$ cat config.mk
export PLATFORM = sky130hd
export DESIGN_NAME = serial_add_ctrl
export DESIGN_NICKNAME = d
export VERILOG_FILES = /design/src/rtl/serial_add_pkg.sv /design/src/rtl/fa_cell.sv /design/src/rtl/serial_add_ctrl.sv
export SDC_FILE = /design/constraint.sdc
export NUM_CORES = 1
export LEC_CHECK = 0
export CAP_MARGIN = 10
export CORE_AREA = 4 4 57 72
export CTS_CLUSTER_DIAMETER = 200
export DETAILED_ROUTE_END_ITERATION = 12
export DIE_AREA = 0 0 61 76
export PLACE_DENSITY_LB_ADDON = 0.05
export SLEW_MARGIN = 5
export SYNTH_ARGS = -nofsm -noshare
export SYNTH_HDL_FRONTEND = slang
export SYNTH_SLANG_ARGS = --single-unit
$ cat constraint.sdc
create_clock -name clk -period 4.1 [get_ports clk]
set_input_delay 0.82 -clock clk [delete_from_list [all_inputs] [get_ports clk]]
set_output_delay 0.82 -clock clk [all_outputs]
set_load 0.01 [all_outputs]
$ cat src/rtl/serial_add_pkg.sv
// Shared definitions for the bit-serial adder/subtractor controller.
// Latency: n/a (types and constants only).
// Backpressure: n/a.
package serial_add_pkg;

    localparam int DEF_WIDTH = 8;

    typedef enum logic [1:0] {
        S_IDLE = 2'd0,
        S_RUN  = 2'd1,
        S_DONE = 2'd2
    } state_t;

endpackage

$ cat src/rtl/fa_cell.sv
// One-bit full adder cell, the only arithmetic in the serial datapath.
// Latency: purely combinational.
// Backpressure: none.
module fa_cell (
    input  logic a,
    input  logic b,
    input  logic ci,
    output logic s,
    output logic co
);

    // Sum and carry of a single bit position.
    always_comb begin
        s  = a ^ b ^ ci;
        co = (a & b) | (ci & (a ^ b));
    end

endmodule

$ cat src/rtl/serial_add_ctrl.sv
// Bit-serial add/subtract: one full-adder cell walked over WIDTH bits, LSB first.
// Latency: done is high in the (WIDTH+1)th cycle after the start edge; one op per WIDTH+2 cycles.
// Backpressure: start is only sampled in IDLE; starts while busy are dropped, not queued.
module serial_add_ctrl
    import serial_add_pkg::*;
#(
    parameter int WIDTH = DEF_WIDTH
) (
    input  logic             clk,
    input  logic             rst_n,
    input  logic             start,
    input  logic             sub,
    input  logic [WIDTH-1:0] a_in,
    input  logic [WIDTH-1:0] b_in,
    input  logic             cin_in,
    output logic             busy,
    output logic             done,
    output logic [WIDTH-1:0] sum_out,
    output logic             cout_out,
    output logic             ovf_out
);

    localparam int               CNT_W = $clog2(WIDTH);
    localparam logic [CNT_W-1:0] LAST  = CNT_W'(WIDTH - 1);

    state_t           state;
    state_t           state_nxt;
    logic [WIDTH-1:0] a_sr;
    logic [WIDTH-1:0] b_sr;
    logic [WIDTH-1:0] r_sr;
    logic             carry;
    logic [CNT_W-1:0] cnt;
    logic             fa_s;
    logic             fa_co;
    logic             last_bit;

    assign last_bit = (cnt == LAST);

    fa_cell u_fa (
        .a  (a_sr[0]),
        .b  (b_sr[0]),
        .ci (carry),
        .s  (fa_s),
        .co (fa_co)
    );

    // State register; reset aborts any operation in flight.
    always_ff @(posedge clk or negedge rst_n) begin
        if (!rst_n) begin
            state <= S_IDLE;
        end else begin
            state <= state_nxt;
        end
    end

    // Next-state and state-decoded status outputs; encoding 3 falls back to IDLE.
    always_comb begin
        state_nxt = S_IDLE;
        busy      = 1'b0;
        done      = 1'b0;
        case (state)
            S_IDLE: begin
                state_nxt = start ? S_RUN : S_IDLE;
            end
            S_RUN: begin
                busy      = 1'b1;
                state_nxt = last_bit ? S_DONE : S_RUN;
            end
            S_DONE: begin
                busy      = 1'b1;
                done      = 1'b1;
                state_nxt = S_IDLE;
            end
            default: begin
                state_nxt = S_IDLE;
            end
        endcase
    end

    // Operand latch, serial shift/carry datapath and result capture on the final bit.
    always_ff @(posedge clk or negedge rst_n) begin
        if (!rst_n) begin
            a_sr     <= '0;
            b_sr     <= '0;
            r_sr     <= '0;
            carry    <= 1'b0;
            cnt      <= '0;
            sum_out  <= '0;
            cout_out <= 1'b0;
            ovf_out  <= 1'b0;
        end else begin
            case (state)
                S_IDLE: begin
                    if (start) begin
                        // Subtract as a + ~b + 1: invert B and force the carry-in.
                        a_sr  <= a_in;
                        b_sr  <= sub ? ~b_in : b_in;
                        carry <= sub ? 1'b1 : cin_in;
                        cnt   <= '0;
                    end
                end
                S_RUN: begin
                    a_sr  <= a_sr >> 1;
                    b_sr  <= b_sr >> 1;
                    r_sr  <= {fa_s, r_sr[WIDTH-1:1]};
                    carry <= fa_co;
                    cnt   <= cnt + CNT_W'(1);
                    if (last_bit) begin
                        // Outputs land as DONE is entered so they are valid alongside done.
                        // Here carry is the carry into the MSB, fa_co the carry out of it.
                        sum_out  <= {fa_s, r_sr[WIDTH-1:1]};
                        cout_out <= fa_co;
                        ovf_out  <= carry ^ fa_co;
                    end
                end
                default: begin
                end
            endcase
        end
    end

endmodule

* Word level (Yosys, flattened, before mapping)
Cells that the tools add are included.
Cells by class: add/sub/neg operators 1, eq/ne operators 4, mux-type cells 15, bitwise operators 7, reduce and logical (&&, ||, !) cells 5
Operator list (number):
- $pmux W8 S2 | 2
- $mux W8 | 3
- $not A8 Y8 | 1
- $pmux W3 S2 | 1
- $mux W1 | 5
- $pmux W2 S2 | 1
- $reduce_and A2 Y1 | 2
- $add A3 B1 Y3 const B | 1
- $eq A3 B3 Y1 const B | 1
- $mux W3 | 1
- $xor A1 B1 Y1 | 3
- $and A1 B1 Y1 | 2
- $eq A2 B1 Y1 const B | 1
- $eq A2 B2 Y1 const B | 1
- $logic_not A2 Y1 | 1
- $mux W2 | 1
- $ne A2 B2 Y1 const B | 1
- $pmux W1 S2 | 1
- $reduce_bool A2 Y1 | 1
- $reduce_or A2 Y1 | 1
- $or A1 B1 Y1 | 1
Word-level totals: bits in registers 40, input port bits 21, output and inout bits 12, logic and storage cells 41

* Logic depth before layout (Yosys ltp)
word-level depth 4, mapped depth 6, gate-level depth less buffers 5

* Modules after synthesis
Synthesis repeated with hierarchy kept, for this count alone.
Second synthesis, totals: cells, all modules 150, area, all modules 1831.8 µm²
By module, submodules not included:
- serial_add_ctrl | instances 1, cells each 149, area an instance 1811.7 µm², seq. area each 975.9 µm²
- fa_cell | instances 1, cells each 1, area an instance 20.0 µm², seq. area each 0.0 µm²

* Least setup slack after synthesis
OpenSTA, ideal clock, no wires.
path type input to register, start point input sub, end point register b_sr[7], setup time 121 ps, arrival time 1398 ps, required time 3979 ps, path slack 2581 ps, cell stages on the path 4, buffers on the path 1, cells stage by stage buf_2 > xnor2_1 > o22ai_1 > a22o_1
On the way: cells in the longest elaborated chain, start to end 3
Ends and longest elaborated chain:
- from (decl) | line serial_add_ctrl.sv:12 | input logic sub,
- $mux W8 | line serial_add_ctrl.sv:97 | b_sr <= sub ? ~b_in : b_in;
- $mux W8 | line serial_add_ctrl.sv:94 | if (start) begin
- $pmux W8 S2 | line serial_add_ctrl.sv:92 | case (state)
- to (signal assigned) | line serial_add_ctrl.sv:97
- to (signal assigned) | line serial_add_ctrl.sv:104 | b_sr <= b_sr >> 1;
- to (decl) | line serial_add_ctrl.sv:29 | logic [WIDTH-1:0] b_sr;
Every way passes these cells. The select of a mux whose other input is x is not followed. A chain may end at the register's enable or synchronous reset.

* Worst setup path in the final report
start point register state[0], end point output busy
On the way: cells in the longest elaborated chain, start to end 3, elaborated cells between the ends (all ways) 4, those cells by class eq/ne (2); mux (1); reduce/logical (1)
Ends and longest elaborated chain:
- from (decl) | line serial_add_ctrl.sv:26 | state_t state;
- from (signal assigned) | line serial_add_ctrl.sv:52 | state <= state_nxt;
- $eq A2 B1 Y1 or $eq A2 B2 Y1 (tied branches) | line serial_add_ctrl.sv:61 | case (state)
- $reduce_or A2 Y1 (no line) *
- $mux W1 * | line serial_add_ctrl.sv:61
- to (decl) | line serial_add_ctrl.sv:16 | output logic busy,
Every way passes the cells marked *; elsewhere a longest branch is shown, timed or not.

==> flow_metrics.py <==
metrics = {
    "global_route": {
        "grt_usage_pct": 15.9,
        "antenna_found_initial": 0,
        "grt_pass1_wl_um": 5530,
        "grt_pass1_vias": 1254,
        "grt_overflow_total": 0,
        "grt_max_degree": 40,
    },
    "yosys": {
        "ys_async_sr_fraction_pct": 100,
        "syn_avg_cell_area_sq_um": 12.4,
        "yosysUniqueCellTypes": 26,
        "ys_seq_area_share_pct": 52.3,
        "synth_edf_count": 0,
        "ys_ff_latch": 39,
        "syn_inst": 150,
        "synth_top_flop_cell": "dfrtp_1",
        "ys_warn_count": 0,
        "syn_nets": 177,
        "synth.cell_area_sq_um": 1870,
    },
    "critical_path": {
        "r2r_slack_ns": 1.96,
        "reg2reg_from": "state[0]$_DFF_PN0_",
        "worst-path-buf-inv": 2,
        "critPathLaunchType": "flop",
        "slowest_stage": "clkdlybuf4s50_1",
        "crit_required_ns": 3.28,
        "r2r-end": "b_sr[2]$_DFFE_PN0P_",
        "end_kind": "output pin",
        "reg2reg_depth": 4,
        "cpPeakStageDelay_ns": 0.53,
        "cp_cell_sequence": "inv_1 > ha_1 > clkdlybuf4s50_1",
        "crit_fanout": 2,
        "critical_path.top_delay_family": "buffers and inverters",
        "worstSetupPathType": "reg2out",
        "arrival_ns": 1.50,
    },
    "sta": {
        "worst_slew_pin_slew_ns": 1.10,
        "whs_ns": 0.478,
        "fin_crit_sh_pct": 56.7,
        "rsz0062_at_grt": "no",
        "slew_headroom_pct": 25.4,
        "fin_crit_ns": 2.32,
        "hold_viol_final": 0,
        "fmax_mhz": 430,
        "maxSlewViolCount": 0,
        "finalSetupViolCount": 0,
        "fin_setup_tns_ns": 0,
        "skew_ns": 0.00359,
    },
    "floorplan": {
        "design.portCount": 33,
        "dieHeight_um": 76,
        "rows": 24,
        "dieArea_sq_um": 4640,
        "dieWidth_um": 61,
        "core_area_sq_um": 3420,
        "start_util_pct": 54.5,
    },
    "pwr": {
        "p_total_mw": 1.56,
        "p_leak_nw": 1.04,
        "ir_drop_mv": 0.430,
        "powerDensity_nw_per_um2": 693,
    },
    "clock_tree": {
        "htreeDepth": 2,
        "numCtsBuffers": 5,
        "clk_pin_slew_ns": 0.07,
        "cts_setup_buffers": 0,
        "cts_hold_buf": 0,
        "cts_tree": "built",
        "clock_latency_ns": 0.28,
        "cts_buffer_depth": 2,
        "cts-root-buf": "clkbuf_8",
        "numClockSinks": 39,
        "ctsResizeCount": 0,
    },
    "cells_and_area": {
        "synthToLayoutAreaGrowth_pct": 21.1,
        "postLayoutCoreUtil_pct": 66.0,
        "diodes": 0,
        "final_cell_count_no_fill": 222,
        "fill_cells": 298,
        "drive_gt1_share_pct": 18.6,
        "nets": 210,
    },
    "routing": {
        "avgViaCountPerCell": 5.24,
        "wl_met3_um": 148,
        "dr.pass1.iters": 4,
        "routed.top_layer": "met4",
        "wl_per_cell_um": 14.0,
        "wl_met2_um": 1620,
        "vias": 1164,
        "drt_wl_total_um": 3100,
        "drc": 0,
        "wl_met1_um": 1280,
        "ant_nets": 0,
        "drt_iter0_drc": 25,
    },
    "placed_design": {
        "dp.final_hpwl_um": 2290,
        "place_inst": 215,
        "gp_congestion": 0.702,
        "io_buffers": 32,
    },
    "job": {
        "drv_cap": 0,
    },
    "min_path": {
        "hold_class": "reg2reg",
        "min_from": "b_sr[5]$_DFFE_PN0P_",
        "hold_depth": 2,
        "hold_end": "b_sr[5]$_DFFE_PN0P_",
    },
    "status": {
        "status": "finished, final reports clean",
    },
}
## where the power goes
part           leakage (nW)  total [mW]  internal, mW  switching (mW)
sequential            0.494       0.645         0.552          0.0934
clock                0.0470       0.254         0.132           0.122
combinational         0.501       0.665         0.342           0.323
## cells in the mapped netlist (4+ instances only)
| cell | number | share of area, % |
|---|---|---|
| mux2i_1 | 14 | 7.5 |
| buf_6 | 5 | 3.0 |
| dfrtp_1 | 39 | 52 |
| ha_1 | 5 | 3.4 |
| xor2_1 | 7 | 3.3 |
| o21ai_2 | 12 | 5.6 |
| inv_1 | 4 | 0.80 |
| mux2_1 | 7 | 4.2 |
| o21ai_0 | 8 | 2.1 |
| mux2_2 | 9 | 5.4 |
| nand2_1 | 23 | 4.6 |
## cell usage in the layout (no fill, tap or decap)
master,count
mux2i_4,1
mux2i_1,14
xnor2_1,2
a22o_1,1
buf_4,1
dfrtp_1,39
clkdlybuf4s50_1,31
clkinv_2,1
clkbuf_8,6
buf_2,1
mux2_1,7
inv_2,1
xor2_1,7
ha_1,5
mux2_2,9
nand2_2,1
o21ai_2,12
nand2b_1,1
o31ai_2,1
a31oi_1,1
nor2b_1,1
nor2_1,1
o22ai_1,1
nand2_1,23
inv_1,4
o21ai_0,8
fa_1,1
nor3_1,1
and2b_1,1
## registers in the layout (all words and copies together), names as in the netlist
signal and count:
a_sr 8, b_sr 8, carry 1, cnt 3, cout_out 1, ovf_out 1
r_sr 7, state 2, sum_out 8
## tightest hold or removal path, delay by kind of cell, from the launching register on
kind / cells / cell delay, ns
AOI/OAI and AO/OA: 1 / 0.05
and+or+nand+nor: 1 / 0.06
DFF: 1 / 0.34
## worst max-delay path by stage
stage,startpoint,to,slack [ns],cells after the start
floorplan,sub,b_sr[7]$_DFFE_PN0P_,2.58,4
CTS,state[0]$_DFF_PN0_,busy,1.76,3
global placement,start,b_sr[2]$_DFFE_PN0P_,1.55,3
global route,start,b_sr[0]$_DFFE_PN0P_,1.68,3
finish,state[0]$_DFF_PN0_,busy,1.78,3
detailed placement,start,b_sr[2]$_DFFE_PN0P_,1.48,3
## metrics by stage
stage	setup WS (ns)	area [sq um]
after floorplan	2.58	1870
after global placement	1.55	2170
after detailed placement	1.48	2170
after CTS	1.76	2260
after global routing	1.68	2260
final	1.78	2260
## cells by family (layout without fill, tap and decap cells)
logic type,count (synthesis),after routing,share of synthesized area [%]
XOR/XNOR,9,9,4.23
AND/OR/NAND/NOR,29,29,6.51
adder cells (fa/ha/maj),6,6,4.43
AO/OA/AOI/OAI,24,24,9.59
multiplexers,31,31,18.4
flip-flops,39,39,52.3
buffers and inverters,12,45,4.56
## layout make-up
cell class                      instances  area (sq um)  share of cell area [%]
Clock inverter                          1          5.00                   0.222
Clock buffer                            6          82.6                    3.66
Inverter                                5          18.8                   0.831
Timing Repair Buffer                   33           323                    14.3
Sequential cell                        39           976                    43.2
Tap cell                               39          48.8                    2.16
Multi-Input combinational cell         99           805                    35.6
## metal layers
layer	up-vias	track usage [%]
met2	29	26.3
met3	7	3.22
met4	0	7.81
li1	575	-
met5	-	0
met1	553	18.9
Power figures use the tool's default switching activity.
